## src/rtl/fetch_stage_if.sv

```systemverilog
// ----------------------------------------------------------------------------
// fetch_stage_if
//   Bundles the fetch stage's decode-side control, ROM bus and IF/ID register
//   outputs so the stage and its environment connect through one port.
//
//   Signals (direction as seen by the fetch stage):
//     stall_i          in   hold PC and IF/ID register this cycle
//     branch_taken_i   in   redirect PC and flush IF/ID
//     branch_target_i  in   redirect word index (unsigned)
//     instr_i          in   ROM data for pc_o, valid in the same cycle
//     pc_o             out  ROM word address
//     ifid_instr_o     out  registered instruction to decode
//     ifid_pc_o        out  registered PC of ifid_instr_o
//     ifid_valid_o     out  ifid_* holds a real instruction (0 = bubble)
//     done_o           out  fetch halted
//
//   Modports:
//     master  the fetch stage itself
//     slave   the surrounding decode logic / ROM / testbench
// ----------------------------------------------------------------------------
interface fetch_stage_if #(
  parameter int unsigned N = 32
);
  logic         stall_i;
  logic         branch_taken_i;
  logic [N-1:0] branch_target_i;
  logic [N-1:0] instr_i;
  logic [N-1:0] pc_o;
  logic [N-1:0] ifid_instr_o;
  logic [N-1:0] ifid_pc_o;
  logic         ifid_valid_o;
  logic         done_o;

  modport master (
    input  stall_i, branch_taken_i, branch_target_i, instr_i,
    output pc_o, ifid_instr_o, ifid_pc_o, ifid_valid_o, done_o
  );

  modport slave (
    output stall_i, branch_taken_i, branch_target_i, instr_i,
    input  pc_o, ifid_instr_o, ifid_pc_o, ifid_valid_o, done_o
  );
endinterface

```

## src/rtl/fetch_stage.sv

```systemverilog
// ----------------------------------------------------------------------------
// fetch_stage
//   Instruction-fetch stage directly upstream of a combinational instruction
//   ROM. Owns the word-indexed program counter, captures the returned
//   instruction into the IF/ID register, and handles decode stall, branch
//   redirect with a one-bubble flush, and end-of-program halt.
//
//   Parameters:
//     N         datapath / PC width in bits
//     INS       number of ROM words; PC stays within 0..INS-1
//     RESET_PC  PC loaded at reset (must be < INS)
//
//   Ports:
//     clk    rising-edge clock
//     rst_n  asynchronous active-low reset
//     bus    fetch_stage_if.master (control in, ROM bus, IF/ID outputs)
//
//   Every output is driven straight from a flop, so there is no
//   combinational path from any input to any output.
// ----------------------------------------------------------------------------
module fetch_stage #(
  parameter int unsigned N        = 32,
  parameter int unsigned INS      = 10,
  parameter int unsigned RESET_PC = 0
) (
  input  logic          clk,
  input  logic          rst_n,
  fetch_stage_if.master bus
);

  localparam logic [N-1:0] INS_W      = N'(INS);
  localparam logic [N-1:0] LAST_PC    = N'(INS - 1);
  localparam logic [N-1:0] RESET_PC_W = N'(RESET_PC);

  typedef enum logic {
    RUN  = 1'b0,
    HALT = 1'b1
  } state_t;

  state_t       state_q,      state_d;
  logic [N-1:0] pc_q,         pc_d;
  logic [N-1:0] ifid_instr_q, ifid_instr_d;
  logic [N-1:0] ifid_pc_q,    ifid_pc_d;
  logic         ifid_valid_q, ifid_valid_d;

  // State register
  always_ff @(posedge clk or negedge rst_n) begin
    if (!rst_n) begin
      state_q      <= RUN;
      pc_q         <= RESET_PC_W;
      ifid_instr_q <= '0;
      ifid_pc_q    <= '0;
      ifid_valid_q <= 1'b0;
    end else begin
      state_q      <= state_d;
      pc_q         <= pc_d;
      ifid_instr_q <= ifid_instr_d;
      ifid_pc_q    <= ifid_pc_d;
      ifid_valid_q <= ifid_valid_d;
    end
  end

  // Next-state logic. Priority: branch, stall, halt, normal fetch.
  always_comb begin
    state_d      = state_q;
    pc_d         = pc_q;
    ifid_instr_d = ifid_instr_q;
    ifid_pc_d    = ifid_pc_q;
    ifid_valid_d = ifid_valid_q;

    if (bus.branch_taken_i) begin
      // Flush the instruction fetched down the wrong path; ifid_pc keeps its
      // last value so decode still sees a meaningful PC on the bubble.
      ifid_valid_d = 1'b0;
      ifid_instr_d = '0;
      if (bus.branch_target_i < INS_W) begin
        pc_d    = bus.branch_target_i;
        state_d = RUN;
      end else begin
        // Out-of-range target: keep the old in-range PC so the ROM is never
        // addressed outside its depth, and stop fetching.
        state_d = HALT;
      end
    end else if (bus.stall_i) begin
      // Hold everything.
    end else if (state_q == HALT) begin
      ifid_valid_d = 1'b0;
      ifid_instr_d = '0;
    end else begin
      ifid_instr_d = bus.instr_i;
      ifid_pc_d    = pc_q;
      ifid_valid_d = 1'b1;
      if (pc_q == LAST_PC) begin
        state_d = HALT;
      end else begin
        pc_d = pc_q + N'(1);
      end
    end
  end

  assign bus.pc_o         = pc_q;
  assign bus.ifid_instr_o = ifid_instr_q;
  assign bus.ifid_pc_o    = ifid_pc_q;
  assign bus.ifid_valid_o = ifid_valid_q;
  assign bus.done_o       = (state_q == HALT);

endmodule

```

## src/flat_wrapper.sv

```systemverilog
// flat-port wrapper written by rule: the top's interface ports become plain ports
module fetch_stage_flat 
#(
  parameter int unsigned N        = 32,
  parameter int unsigned INS      = 10,
  parameter int unsigned RESET_PC = 0
)
  (clk, rst_n, bus_stall_i, bus_branch_taken_i, bus_branch_target_i, bus_instr_i, bus_pc_o, bus_ifid_instr_o, bus_ifid_pc_o, bus_ifid_valid_o, bus_done_o);
  fetch_stage_if #(.N(N)) bus_i ();
  input  logic clk;
  input  logic rst_n;
  input wire logic [$bits(bus_i.stall_i)-1:0] bus_stall_i;
  input wire logic [$bits(bus_i.branch_taken_i)-1:0] bus_branch_taken_i;
  input wire logic [$bits(bus_i.branch_target_i)-1:0] bus_branch_target_i;
  input wire logic [$bits(bus_i.instr_i)-1:0] bus_instr_i;
  output wire logic [$bits(bus_i.pc_o)-1:0] bus_pc_o;
  output wire logic [$bits(bus_i.ifid_instr_o)-1:0] bus_ifid_instr_o;
  output wire logic [$bits(bus_i.ifid_pc_o)-1:0] bus_ifid_pc_o;
  output wire logic [$bits(bus_i.ifid_valid_o)-1:0] bus_ifid_valid_o;
  output wire logic [$bits(bus_i.done_o)-1:0] bus_done_o;
  assign bus_i.stall_i = bus_stall_i;
  assign bus_i.branch_taken_i = bus_branch_taken_i;
  assign bus_i.branch_target_i = bus_branch_target_i;
  assign bus_i.instr_i = bus_instr_i;
  assign bus_pc_o = bus_i.pc_o;
  assign bus_ifid_instr_o = bus_i.ifid_instr_o;
  assign bus_ifid_pc_o = bus_i.ifid_pc_o;
  assign bus_ifid_valid_o = bus_i.ifid_valid_o;
  assign bus_done_o = bus_i.done_o;
  fetch_stage #(.N(N), .INS(INS), .RESET_PC(RESET_PC)) u_core (.clk(clk), .rst_n(rst_n), .bus(bus_i));
endmodule
```

## config.mk

```make
export PLATFORM = sky130hd
export DESIGN_NAME = fetch_stage_flat
export DESIGN_NICKNAME = d
export VERILOG_FILES = /design/src/rtl/fetch_stage_if.sv /design/src/rtl/fetch_stage.sv /design/src/flat_wrapper.sv
export SDC_FILE = /design/constraint.sdc
export NUM_CORES = 1
export LEC_CHECK = 0
export ABC_AREA = 1
export ABC_CLOCK_PERIOD_IN_PS = 1900
export CORE_MARGIN = 2
export CORE_UTILIZATION = 47
export CTS_CLUSTER_DIAMETER = 30
export DETAILED_ROUTE_END_ITERATION = 8
export PLACE_DENSITY = 0.81
export SLEW_MARGIN = 20
export SYNTH_ARGS = -nofsm -noshare
export SYNTH_HDL_FRONTEND = slang
export SYNTH_SLANG_ARGS = --single-unit
```

## constraint.sdc

```tcl
create_clock -name clk -period 1.9 [get_ports clk]
set_clock_uncertainty 0.1 [all_clocks]
set_input_delay 0.285 -clock clk [delete_from_list [all_inputs] [get_ports clk]]
set_output_delay 0.285 -clock clk [all_outputs]
set_load 0.03 [all_outputs]
```

# [Yosys cells after proc, flatten, opt, wreduce, memory -nomap -nowiden]
# Index checks and enable logic that the tools add are counted.
[op_classes] add_sub_neg=1 n_mul=0 div=0 magnitude_cmp=1 n_eq_ne=5 n_shift=0 mux=16 bitwise=3 n_reduce_logical=2
[op_table] cell="two-way mux 32 bit" count=8
[op_table] cell="adder 32 x 1 -> 32 bit (second input constant)" count=1
[op_table] cell="equality test 32 x 4 -> 1 bit (second input constant)" count=1
[op_table] cell="less-than comparator 32 x 4 -> 1 bit (second input constant)" count=1
[op_table] cell="two-way mux 1 bit" count=8
[op_table] cell="!= test 2 x 1 -> 1 bit (second input constant)" count=2
[op_table] cell="!= test 2 bit (second input constant)" count=2
[op_table] cell="AND reduction 4 bit" count=1
[op_table] cell="NOT 1 bit" count=3
[op_table] cell="AND reduction 3 bit" count=1
[totals] ff_bits=98 latchBits=0 ramBits=0 rom_bits=0 in_bits=68 wordCells=33 mem_count=0

# [Depth between registers and ports, before layout]
# Gate-level depths: netlist (run 1).
[logic_depth] word_depth=5 depth_mapped=12 ltp_nobuf=12

# [Least setup slack after synthesis (run 1)]
# Ideal clock, no wire load.
[synth_path] path_type="flip-flop to flip-flop" from="register u_core.pc_q[0] (netlist: u_core.bus.pc_o[0])" to="register u_core.pc_q[18] (netlist: u_core.bus.pc_o[18])" setup_time_ps=117 arrival_ps=1706 required_time_ps=1683 slack_ps=-24 path_stages_with_launch=11 n_path_buf=0 cell_sequence="dfrtp_1 ha_1 nand3_1 nor2_4 nand3_1 nor2_1 nand2_1 nand3_1 nand2_1 nand2_1 nand2_1"
[synth_between] elab_chain_cells=5 word_cells_on_any_way=8
[synth_rtl] element="start, declared" line="fetch_stage.sv:41" rtl="logic [N-1:0] pc_q, pc_d;"
[synth_rtl] element="start signal, assigned" line="fetch_stage.sv:56" rtl="pc_q <= pc_d;"
[synth_rtl] element="adder 32 x 1 -> 32 bit" line="fetch_stage.sv:96" rtl="pc_d = pc_q + N'(1);"
[synth_rtl] element="two-way mux 32 bit" line="fetch_stage.sv:93" rtl="if (pc_q == LAST_PC) begin"
[synth_rtl] element="two-way mux 32 bit" line="fetch_stage.sv:86" rtl="end else if (state_q == HALT) begin"
[synth_rtl] element="two-way mux 32 bit" line="fetch_stage.sv:84" rtl="end else if (bus.stall_i) begin"
[synth_rtl] element="two-way mux 32 bit" line="fetch_stage.sv:71" rtl="if (bus.branch_taken_i) begin"
# Several ways; a longest one is shown, not always the timed one. The select of a mux whose other input is x is not followed.
# A chain may end at the register's enable or synchronous reset.

# [Worst setup path after layout (run 1)]
[layout_path] from="register u_core.pc_q[1] (netlist: u_core.bus.pc_o[1])" to="output port bus_pc_o[1]"
[layout_lines] element="end, declared" line="flat_wrapper.sv:16" rtl="output wire logic [$bits(bus_i.pc_o)-1:0] bus_pc_o;"
# No word-level cell between the ends.

==> summary.txt, run 1 <==
Synth
  – EDFF count, synth: 0
  – Synthesized area: about 5300 um^2
  – Commonest cells post-synth: nand2_1, dfrtp_1, nor2_1, nand3_1, o21ai_0
  – Synth Flop Type: dfrtp_1
  – Synth warn: 0
  – Synthesized area per cell: 6.82 um^2
  – Syn Nets: around 850
  – Synth Register Bits: 98
  – Post-synth top area share: 46.3%
  – Synth area leader: dfrtp_1
  – Netlist cell types: 21
  – Synth top area cells: dfrtp_1, nand2_1, nor2_1
  – Mapped Cells: 777
  – Count leader, synth: nand2_1
  – Seq/Total Area, Yosys: a little under half
  – Synth async-reset ratio: 100%

Setup path
  – Critical path class: reg2out
  – Worst Path Arrival: 1480 ps
  – CP peak stage delay: a little over 700 ps
  – Worst path bufs/invs: 1
  – Max FO, Critical Path: 4
  – Worst Setup End Kind: output pin
  – Worst R2R Setup Slack: 50 ps
  – Reg-to-Reg Start: u_core.bus.pc_o[0]
  – Worst reg2reg endpoint: u_core.bus.pc_o[7]
  – Worst path slowest cell: clkdlybuf4s50_1
  – CP delay by family, top: buffers and inverters
  – Critical-path cell list: clkdlybuf4s50_1
  – Critical path required time: ~1500 ps
  – Reg2Reg Depth: 11
  – Worst setup SP type: flip-flop

Global routing
  – Initial antenna violation count: 0
  – GR Overflow Total: 0
  – Largest net degree at the start of global routing: 57
  – First-pass GRT wire length: 27200 um
  – Number of global-route vias before repair: approximately 5600
  – GR Util All Layers: 29.3%

Timing
  – Max Clk Rate: 0.536 GHz
  – Least-Margin Pin Slew: 476 ps
  – Setup violations, final: 0
  – Max-slew violations: 0
  – Hold slack final: 321 ps
  – Final cycle utilization of the critical path: 98.2%
  – Minimum clock period: 1870 ps
  – Final hold vios: 0
  – Unrepaired setup endpoints after global routing: true
  – Relative slew margins: 68.2%
  – Final setup TNS: 0 ps

Cells and area
  – Fin nets: around 1000
  – Final-layout fill cell count: around 900
  – Non-filler instance count after layout: around 1100
  – Cell area after layout: 7840 um^2
  – Diode count: 0
  – Layout cells sized above 1: a little under an eighth
  – Synthesis-to-finish area growth: 48.0%
  – Area of the multi-input gates: 2620 um^2
  – FF+latch area: ~2500 um^2

Clock tree
  – Clock tree buffer depth: 2
  – Reg clk slew, reported paths: 70 ps
  – CTS tree: done
  – Clk sinks: a little under 100
  – Num CTS Buffers: 9
  – H-tree Lvls: 3
  – Worst-skew pair later-pin latency: 360 ps
  – Root buffer cell: clkbuf_16

Routing
  – Starting DRT DRC Count: 544
  – Drt pass-1 iters: 6
  – Average routed wire per standard cell: roughly 15 um
  – Final wirelength: roughly 17000 um
  – Total number of vias: 5813
  – Drt drc: 0
  – Vias per inst: between 5 and 6
  – Post-route ant nets: 0

Pwr
  – Pwr per Cell Area: 760 nW/um^2
  – VDD IR-drop max: 417 uV
  – Tot Pwr: 5.96 mW
  – Leak pwr: 3.86 nW

Place
  – GPL Wtd Cong: 0.970
  – Detail Placement HPWL: 12700 um
  – Placed Instances: 1100
  – Port Buf Inserts: 165
  – Area of placed instances: ~7400 um^2

Floorplan
  – Die Ht: 110 um
  – Width of the die: 110 um
  – Die ar.: 12100 um^2
  – Initial Utilization: between 40% and 50%
  – Core Rows: 38
  – Core area: 10900 um^2
  – I/O pins: approximately 170

Worst hold path
  – Worst min path class: in2async

Status
  – Outcome: completed

Job
  – MaxCap Viol Count: 0
[area by class of cell]
| class | count | share of cell area [%] |
|---|---|---|
| Tap cell | 140 | 2.23 |
| Timing Repair Buffer | 216 | 27.1 |
| Multi-Input combinational cell | 609 | 33.4 |
| Inverter | 40 | 1.92 |
| Clock buffer | 12 | 3.27 |
| Sequential cell | 98 | 31.4 |
| Clock inverter | 4 | 0.702 |
[worst register-to-register path, stage by stage (launching register included)]
cell and delay (ps):
dfrtp_2 480, ha_4 190, nand2_2 60, nor2_2 30, nand3_1 70, nor2_1 60, nand2_1 120, nand2_2 80
nor2_4 250, clkbuf_16 220, nand2_1 70, nand2_1 70
[what timing repair did]
action	in CTS	in global routing
hold buffers	1	0
buffers inserted	0	0
endpoints found under the setup margin	27	38
endpoints found under the hold margin	32	0
cloned	0	2
resized for setup	27	49
pin swaps	0	12
[metal layers]
layer / GRT usage [%] / vias to the layer above / share of wire, %
met5: 0 / - / 0
li1: - / 2814 / -
met4: 9.82 / 0 / 2.5
met2: 47.5 / 300 / 46
met1: 38.5 / 2658 / 41
met3: 7.17 / 41 / 9.9
[power breakdown]
part	internal, mW	total, mW	switching, mW
registers	2.27	2.52	0.257
logic	0.612	1.51	0.895
clock network	1.10	1.93	0.822
[per-stage QoR]
| stage | utilization [%] | worst slack, ps |
|---|---|---|
| 3_3_place_gp | 67.5 | -283 |
| 3_5_place_dp | 67.5 | -358 |
| 6_report | 71.7 | 33.4 |
| 4_1_cts | 70.1 | 3.64 |
| 2_1_floorplan | - | 42.1 |
| 5_1_grt | 71.7 | -56.4 |
[flip-flops by register name, indices dropped and copies added (netlist names)]
name / flops
u_core.bus.done_o: 1
u_core.bus.ifid_instr_o: 32
u_core.bus.ifid_pc_o: 32
u_core.bus.ifid_valid_o: 1
u_core.bus.pc_o: 32
[kinds of logic after synthesis]
family	count (synthesis)	synth area share, %
multiplexers	2	0.425
AO/OA/AOI/OAI	46	4.44
flip-flops	98	46.3
XOR/XNOR	2	0.331
AND/OR/NAND/NOR	557	42.0
buffers and inverters	70	6.02
adder cells (fa/ha/maj)	2	0.472
[cell usage in the layout (no fill, tap or decap), types with 5 or more instances in the layout]
cell and instances:
nand2_1 377, clkdlybuf4s50_1 131, dfrtp_1 88, nor2_1 81, nand3_1 60, buf_4 43
o21ai_0 40, inv_1 36, dlygate4sd2_1 27, nand2_2 14, clkbuf_16 11, dfrtp_2 10
nor2_2 9, nand4_1 8, dlymetal6s2s_1 6, buf_12 5
[how the worst max path moves through the flow]
stage,start,to,cells after the start
after floorplan,u_core.bus.pc_o[1],u_core.bus.pc_o[18],10
after global placement,bus_branch_taken_i,u_core.bus.pc_o[17],9
after detailed placement,bus_branch_taken_i,u_core.bus.pc_o[2],9
after CTS,bus_branch_taken_i,u_core.bus.pc_o[2],9
after global routing,u_core.bus.pc_o[0],u_core.bus.pc_o[30],12
final,u_core.bus.pc_o[1],bus_pc_o[1],1
Note: power is estimated with default switching activity, not from simulation.
==> run 2, diff against run 1 <==
Settings changed: ABC_CLOCK_PERIOD_IN_PS 1900 to 2050.
Clock period 1.9 ns to 2.05 ns, I/O delays scaled along.
==> summary.txt, run 2 (synthesis gave the netlist of run 1 again) <==
Routing
  – Starting DRT DRC Count: 402 (-26%)
  – Total number of vias: 5596 (-3.7%)
  – Average routed wire per standard cell: 15.0 um (-2.8%)
  – Vias per inst: 5.15 (-0.90%)
  – Drt drc: 0 (unchanged)
  – Post-route ant nets: 0 (unchanged)
  – Drt pass-1 iters: 5 (-1)
  – Final wirelength: 16300 um (-5.6%)

Floorplan
  – Width of the die: 110 um (unchanged)
  – Die ar.: 12100 um^2 (unchanged)
  – Core Rows: 38 (unchanged)
  – Core area: 10900 um^2 (unchanged)
  – Die Ht: 110 um (unchanged)
  – Initial Utilization: 48.4% (unchanged)
  – I/O pins: 166 (unchanged)

Global routing
  – Largest net degree at the start of global routing: 58 (+1.8%)
  – GR Util All Layers: 27.9% (-1.4 points)
  – Gr busiest metal: met2
  – Initial antenna violation count: 0 (unchanged)
  – GR Overflow Total: 0 (unchanged)
  – Met3 Use GR: 7.58% (+0.41 points)
  – Global-route met2 utilization: 45.0% (-2.5 points)
  – First-pass GRT wire length: 25900 um (-4.6%)
  – Met1 Resource Use GR: 35.8% (-2.7 points)
  – Number of global-route vias before repair: 5294 (-4.9%)

Timing
  – Final worst slack: 39.1 ps (+5.72 ps)
  – Max-slew violations: 0 (unchanged)
  – Relative slew margins: 68.0% (-0.29 points)
  – Unrepaired setup endpoints after global routing: false
  – Final cycle utilization of the critical path: 98.1%
  – Least-Margin Pin Slew: 481 ps (+4.34 ps)
  – Final hold vios: 0 (unchanged)
  – Hold slack final: 345 ps (+23.7 ps)
  – Setup violations, final: 0 (unchanged)
  – Final setup TNS: 0 ps (unchanged)
  – Minimum clock period: 2010 ps
  – Max Clk Rate: between 0.4 and 0.5 GHz

Place
  – GPL Wtd Cong: 0.962 (-0.81%)
  – Port Buf Inserts: 165 (unchanged)
  – Detail Placement HPWL: 12400 um (-2.6%)
  – Pre-CTS WS: -260 ps (+97.9 ps)

Job
  – MaxCap Viol Count: 0 (unchanged)

Clock tree
  – Reg clk slew, reported paths: 60 ps (about the same)
  – Root buffer cell: clkbuf_16
  – H-tree Lvls: 3 (unchanged)
  – Clk sinks: 98 (unchanged)
  – CTS tree: done
  – Num CTS Buffers: 9 (unchanged)
  – Clock tree buffer depth: 2 (unchanged)
  – Setup bufs post-CTS: 0 (unchanged)
  – Worst-skew pair later-pin latency: 350 ps (about the same)

Setup path
  – Worst Setup End Kind: output pin
  – Critical-path cell list: clkdlybuf4s50_1
  – Max FO, Critical Path: 7 (+3)
  – CP delay by family, top: buffers and inverters
  – Critical path required time: 1640 ps (+130 ps)
  – Worst setup SP type: flip-flop
  – Worst path slowest cell: clkdlybuf4s50_1
  – Worst Path Arrival: 1600 ps (+120 ps)
  – Worst path bufs/invs: 1 (unchanged)
  – CP peak stage delay: 750 ps (+40 ps)
  – Critical path class: reg2out

Pwr
  – VDD IR-drop max: 367 uV (-12%)
  – Comb power frac: 26.0% (+0.7 points)
  – Internal Power: 3.56 mW (-11%)
  – Tot Pwr: 5.33 mW (-11%)
  – Leak pwr: 3.55 nW (-7.9%)
  – Sw frac: 33.2% (+0.037 points)
  – Pwr per Cell Area: 714 nW/um^2 (-6.0%)
  – Flop pwr share: 43.6% (+1.2 points)
  – Clock Power Share: 30.5% (-1.8 points)
  – Switching pwr: 1.77 mW (-10%)

Cells and area
  – Fin nets: 1012 (-3.1%)
  – Synthesis-to-finish area growth: 40.9%
  – Area of the multi-input gates: 2540 um^2 (-3.0%)
  – Diode count: 0 (unchanged)
  – FF+latch area: 2450 um^2 (-0.51%)
  – Commonest non-fill, non-tap cells in the layout: nand2_1, clkdlybuf4s50_1, dfrtp_1
  – Layout cells sized above 1: 5.07% (-6.5 points)
  – Final-layout fill cell count: 930 (+1.8%)
  – Commonest non-fill, non-tap cell in the layout: nand2_1

Status
  – Outcome: completed

Worst hold path
  – Worst min path class: in2async
[run 2: power groups by stage]
stage          sequential (mW)  clock [mW]  combinational, mW
2_1_floorplan             2.62           0              0.401
3_3_place_gp              2.35           0               1.36
5_1_grt                   2.34        1.74               1.51
4_1_cts                   2.31        1.64               1.39
6_report                  2.32        1.62               1.38
3_5_place_dp              2.35           0               1.38
[run 2: path summary, 6_finish.rpt]
check | from | end | slack [ps] | depth (start not counted)
max reg2reg | u_core.bus.pc_o[0] | u_core.bus.pc_o[18] | 140 | 10
min reg2reg | u_core.bus.ifid_instr_o[12] | u_core.bus.ifid_instr_o[12] | 380 | 2
min | rst_n | u_core.bus.ifid_instr_o[26] | 340 | 2
max | u_core.bus.pc_o[17] | bus_pc_o[17] | 40 | 1
max in group asynchronous | rst_n | u_core.bus.ifid_pc_o[17] | 950 | 3
min in group clk | u_core.bus.ifid_instr_o[12] | u_core.bus.ifid_instr_o[12] | 380 | 2
[run 2: routing by layer]
layer,share of wire (%),routed length [um],vias up
li1,-,-,2757
met1,42,6880,2583
met2,47,7650,224
met3,8.3,1360,32
met4,2.8,451,0
met5,0,0,-
[run 2: through the flow]
step	instances	instance area [um^2]	util [%]
floorplan	777	5300	-
global placement	1070	7160	65.4
detailed placement	1070	7160	65.4
CTS	1087	7450	68.1
global route	1087	7460	68.2
finish	1087	7460	68.2
[run 2: timing repair]
action | in CTS | in global routing
endpoints found under the hold margin | 32 | 0
hold buffers | 1 | 0
resized for setup | 0 | 6
setup endpoints to repair | 0 | 21
[run 2: layout make-up]
class                   instances  area share [%]
well taps                     140            2.35
repair buffers                184            25.0
multi-input cells             609            34.0
clock buffers                  12            3.44
flip-flops and latches         98            32.9
clock inverters                 4           0.352
inverters                      40            2.01
==> run 3, diff against run 2 <==
Settings changed: SLEW_MARGIN 20 to default.
==> results of run 3 <==
Final layout, timing and power as in run 2 (identical DEF).
==> RTL change (config.mk and constraints of run 2) <==
`N` is set to 32 in 3 places; all go to 64.
--- a/src/rtl/fetch_stage_if.sv
+++ b/src/rtl/fetch_stage_if.sv
@@ -21,3 +21,3 @@
 interface fetch_stage_if #(
-  parameter int unsigned N = 32
+  parameter int unsigned N = 64
 );
--- a/src/rtl/fetch_stage.sv
+++ b/src/rtl/fetch_stage.sv
@@ -21,3 +21,3 @@
 module fetch_stage #(
-  parameter int unsigned N        = 32,
+  parameter int unsigned N        = 64,
   parameter int unsigned INS      = 10,
--- a/src/flat_wrapper.sv
+++ b/src/flat_wrapper.sv
@@ -3,3 +3,3 @@
 #(
-  parameter int unsigned N        = 32,
+  parameter int unsigned N        = 64,
   parameter int unsigned INS      = 10,
Ports: changed (5 resized); port bits go from 166 to 326. No check against the original RTL was run, so the function may have changed too.
==> RTL change against run 2 <==
  * The flow now finishes with violations (negative setup slack)
  * Count of clock-buffer cells in the layout increased by 5
  * Final cell count up 120%
  * Global-route usage increased by 8.7 points
  * Total power grew 130%
  * Setup slack worse by 0.27 ns
  * Cell area is 130% higher
  * Routed wire length rose to 2.8 times the old value
  * Area after synthesis is 100% higher
  * Sequential cell count is 96 higher
  * Combinational power rose to 3.2 times the old value
==> RTL change: results (changes against run 2) <==
Status
  – Status: finished, violations left
  – Violated checks: negative setup slack

Route
  – Wirelength per Cell: 19.4 um (+29%)
  – Via count: 13000 (+130%)
  – 1st-pass router iterations: 6 (+1)
  – DR iter-0 viols: 1240 (+210%)

STA
  – Max Clock Freq: 439 MHz (-12%)
  – # setup viols final: 66 (+66)
  – Worst Tran Pin Value: 0.831 ns (+0.351 ns)
  – Setup TNS: -12.33 ns (-12.33 ns)
  – Min setup slack post-route: -0.229 ns (-0.268 ns)

Global route
  – Vias in the first global route: 12500 (+140%)
  – First-pass GRT wire length: 67800 um (+160%)
  – Largest net degree at the start of global routing: 70 (+21%)
  – Tot GR Track Use: 0.366 (+0.0871)

Placement
  – RePlAce Congestion: 0.979 (+1.7%)
  – Placed insts: 2318 (+120%)
  – IO buf count: 325 (+97%)

Synthesis
  – Largest cells by area after synthesis: dfrtp_1, nand2_1, nand3_1
  – Seq/Total Area, Yosys: 0.453 (-0.00975)

Setup path
  – Critical path peak fanout: 8 (+1)
  – Crit path largest cell delay: 0.41 ns (-0.34 ns)
  – Delay-heaviest family, CP: simple AND/OR/NAND/NOR gates
  – Slowest cell on the critical path: dfrtp_1

Clock tree
  – Cts bufs inserted: 17 (+8)
  – CTS clk-pin slew, worst paths: 0.09 ns (+0.03 ns)

Layout
  – Non-Filler Instances: 2389 (+120%)
  – Share of layout cells above drive strength 1: 0.185 (+0.135)
  – Layout Nets: 2226 (+120%)

Power and ir drop
  – LEAKAGE: 8.72 nW (+150%)
==> RTL change: cell types whose count changed after synthesis, sizes merged, moves of 3 or more <==
| cell | delta |
|---|---|
| nor2 | +117 |
| a31oi | +3 |
| dfrtp | +96 |
| a21oi | +3 |
| mux2 | +3 |
| nand3 | +101 |
| buf | +17 |
| clkbuf | +18 |
| nand2 | +283 |
| inv | +78 |
| mux2i | +4 |
| nor3 | +6 |
| nand4 | +10 |
| o21ai | +64 |
==> RTL change: cell type report <==
type	instances	area (um2)
Multi-Input combinational cell	1208	5580
Timing Repair Buffer	554	5360
Fill cell	1669	5320
Sequential cell	194	4850
Inverter	117	442
Clock buffer	17	425
Tap cell	285	357
Clock inverter	14	166
==> RTL change: metal layers <==
layer,global-route usage,vias up,routed length [um],share of wire
li1,-,5994,-,-
met4,0.164,0,2300,0.050
met5,0,-,0,0
met1,0.451,6071,17100,0.37
met2,0.617,784,22100,0.48
met3,0.0802,170,4790,0.10
==> RTL change: worst paths after layout <==
| check | from | endpoint | slack [ns] | depth (start not counted) |
|---|---|---|---|---|
| max reg2reg | u_core.bus.pc_o[1] | u_core.bus.pc_o[6] | -0.23 | 16 |
| max in group asynchronous | rst_n | u_core.bus.ifid_pc_o[31] | 0.93 | 3 |
| min reg2reg | u_core.bus.ifid_instr_o[39] | u_core.bus.ifid_instr_o[39] | 0.38 | 2 |
| max | u_core.bus.pc_o[1] | u_core.bus.pc_o[6] | -0.23 | 16 |
| min | rst_n | u_core.bus.ifid_pc_o[2] | 0.29 | 2 |
| min in group clk | bus_instr_i[56] | u_core.bus.ifid_instr_o[56] | 0.30 | 3 |
==> RTL change: timing repair <==
item | in CTS | in global routing
buffers inserted | 19 | 9
resized for setup | 76 | 154
pin swaps | 2 | 38
hold endpoints to repair | 41 | 0
endpoints found under the setup margin | 107 | 82
hold buffers | 1 | 0
cloned | 6 | 6
==> RTL change: cell families after synthesis <==
family,count (synthesis),synth area share
multiplexers,9,0.00899
AND/OR/NAND/NOR,1076,0.408
flip-flops,194,0.453
XOR/XNOR,4,0.00327
AO/OA/AOI/OAI,117,0.0568
adder cells (fa/ha/maj),2,0.00234
buffers and inverters,182,0.0676
==> RTL change: where the power goes <==
| part | switching (mW) | internal, mW |
|---|---|---|
| Sequential | 0.387 | 4.24 |
| Clock | 1.80 | 1.64 |
| Combinational | 2.62 | 1.76 |
| Total | 4.81 | 7.64 |
==> RTL change: through the flow <==
step | util | area, um2 | setup WS, ns | power [mW]
6_report | 0.764 | 17200 | -0.229 | 12.4
5_1_grt | 0.764 | 17200 | -0.299 | 12.9
4_1_cts | 0.734 | 16500 | -0.0791 | 12.2
3_5_place_dp | 0.693 | 15600 | -0.377 | 8.85
3_3_place_gp | 0.693 | 15600 | -0.292 | 8.77
2_1_floorplan | - | 10700 | 0.0246 | 6.62
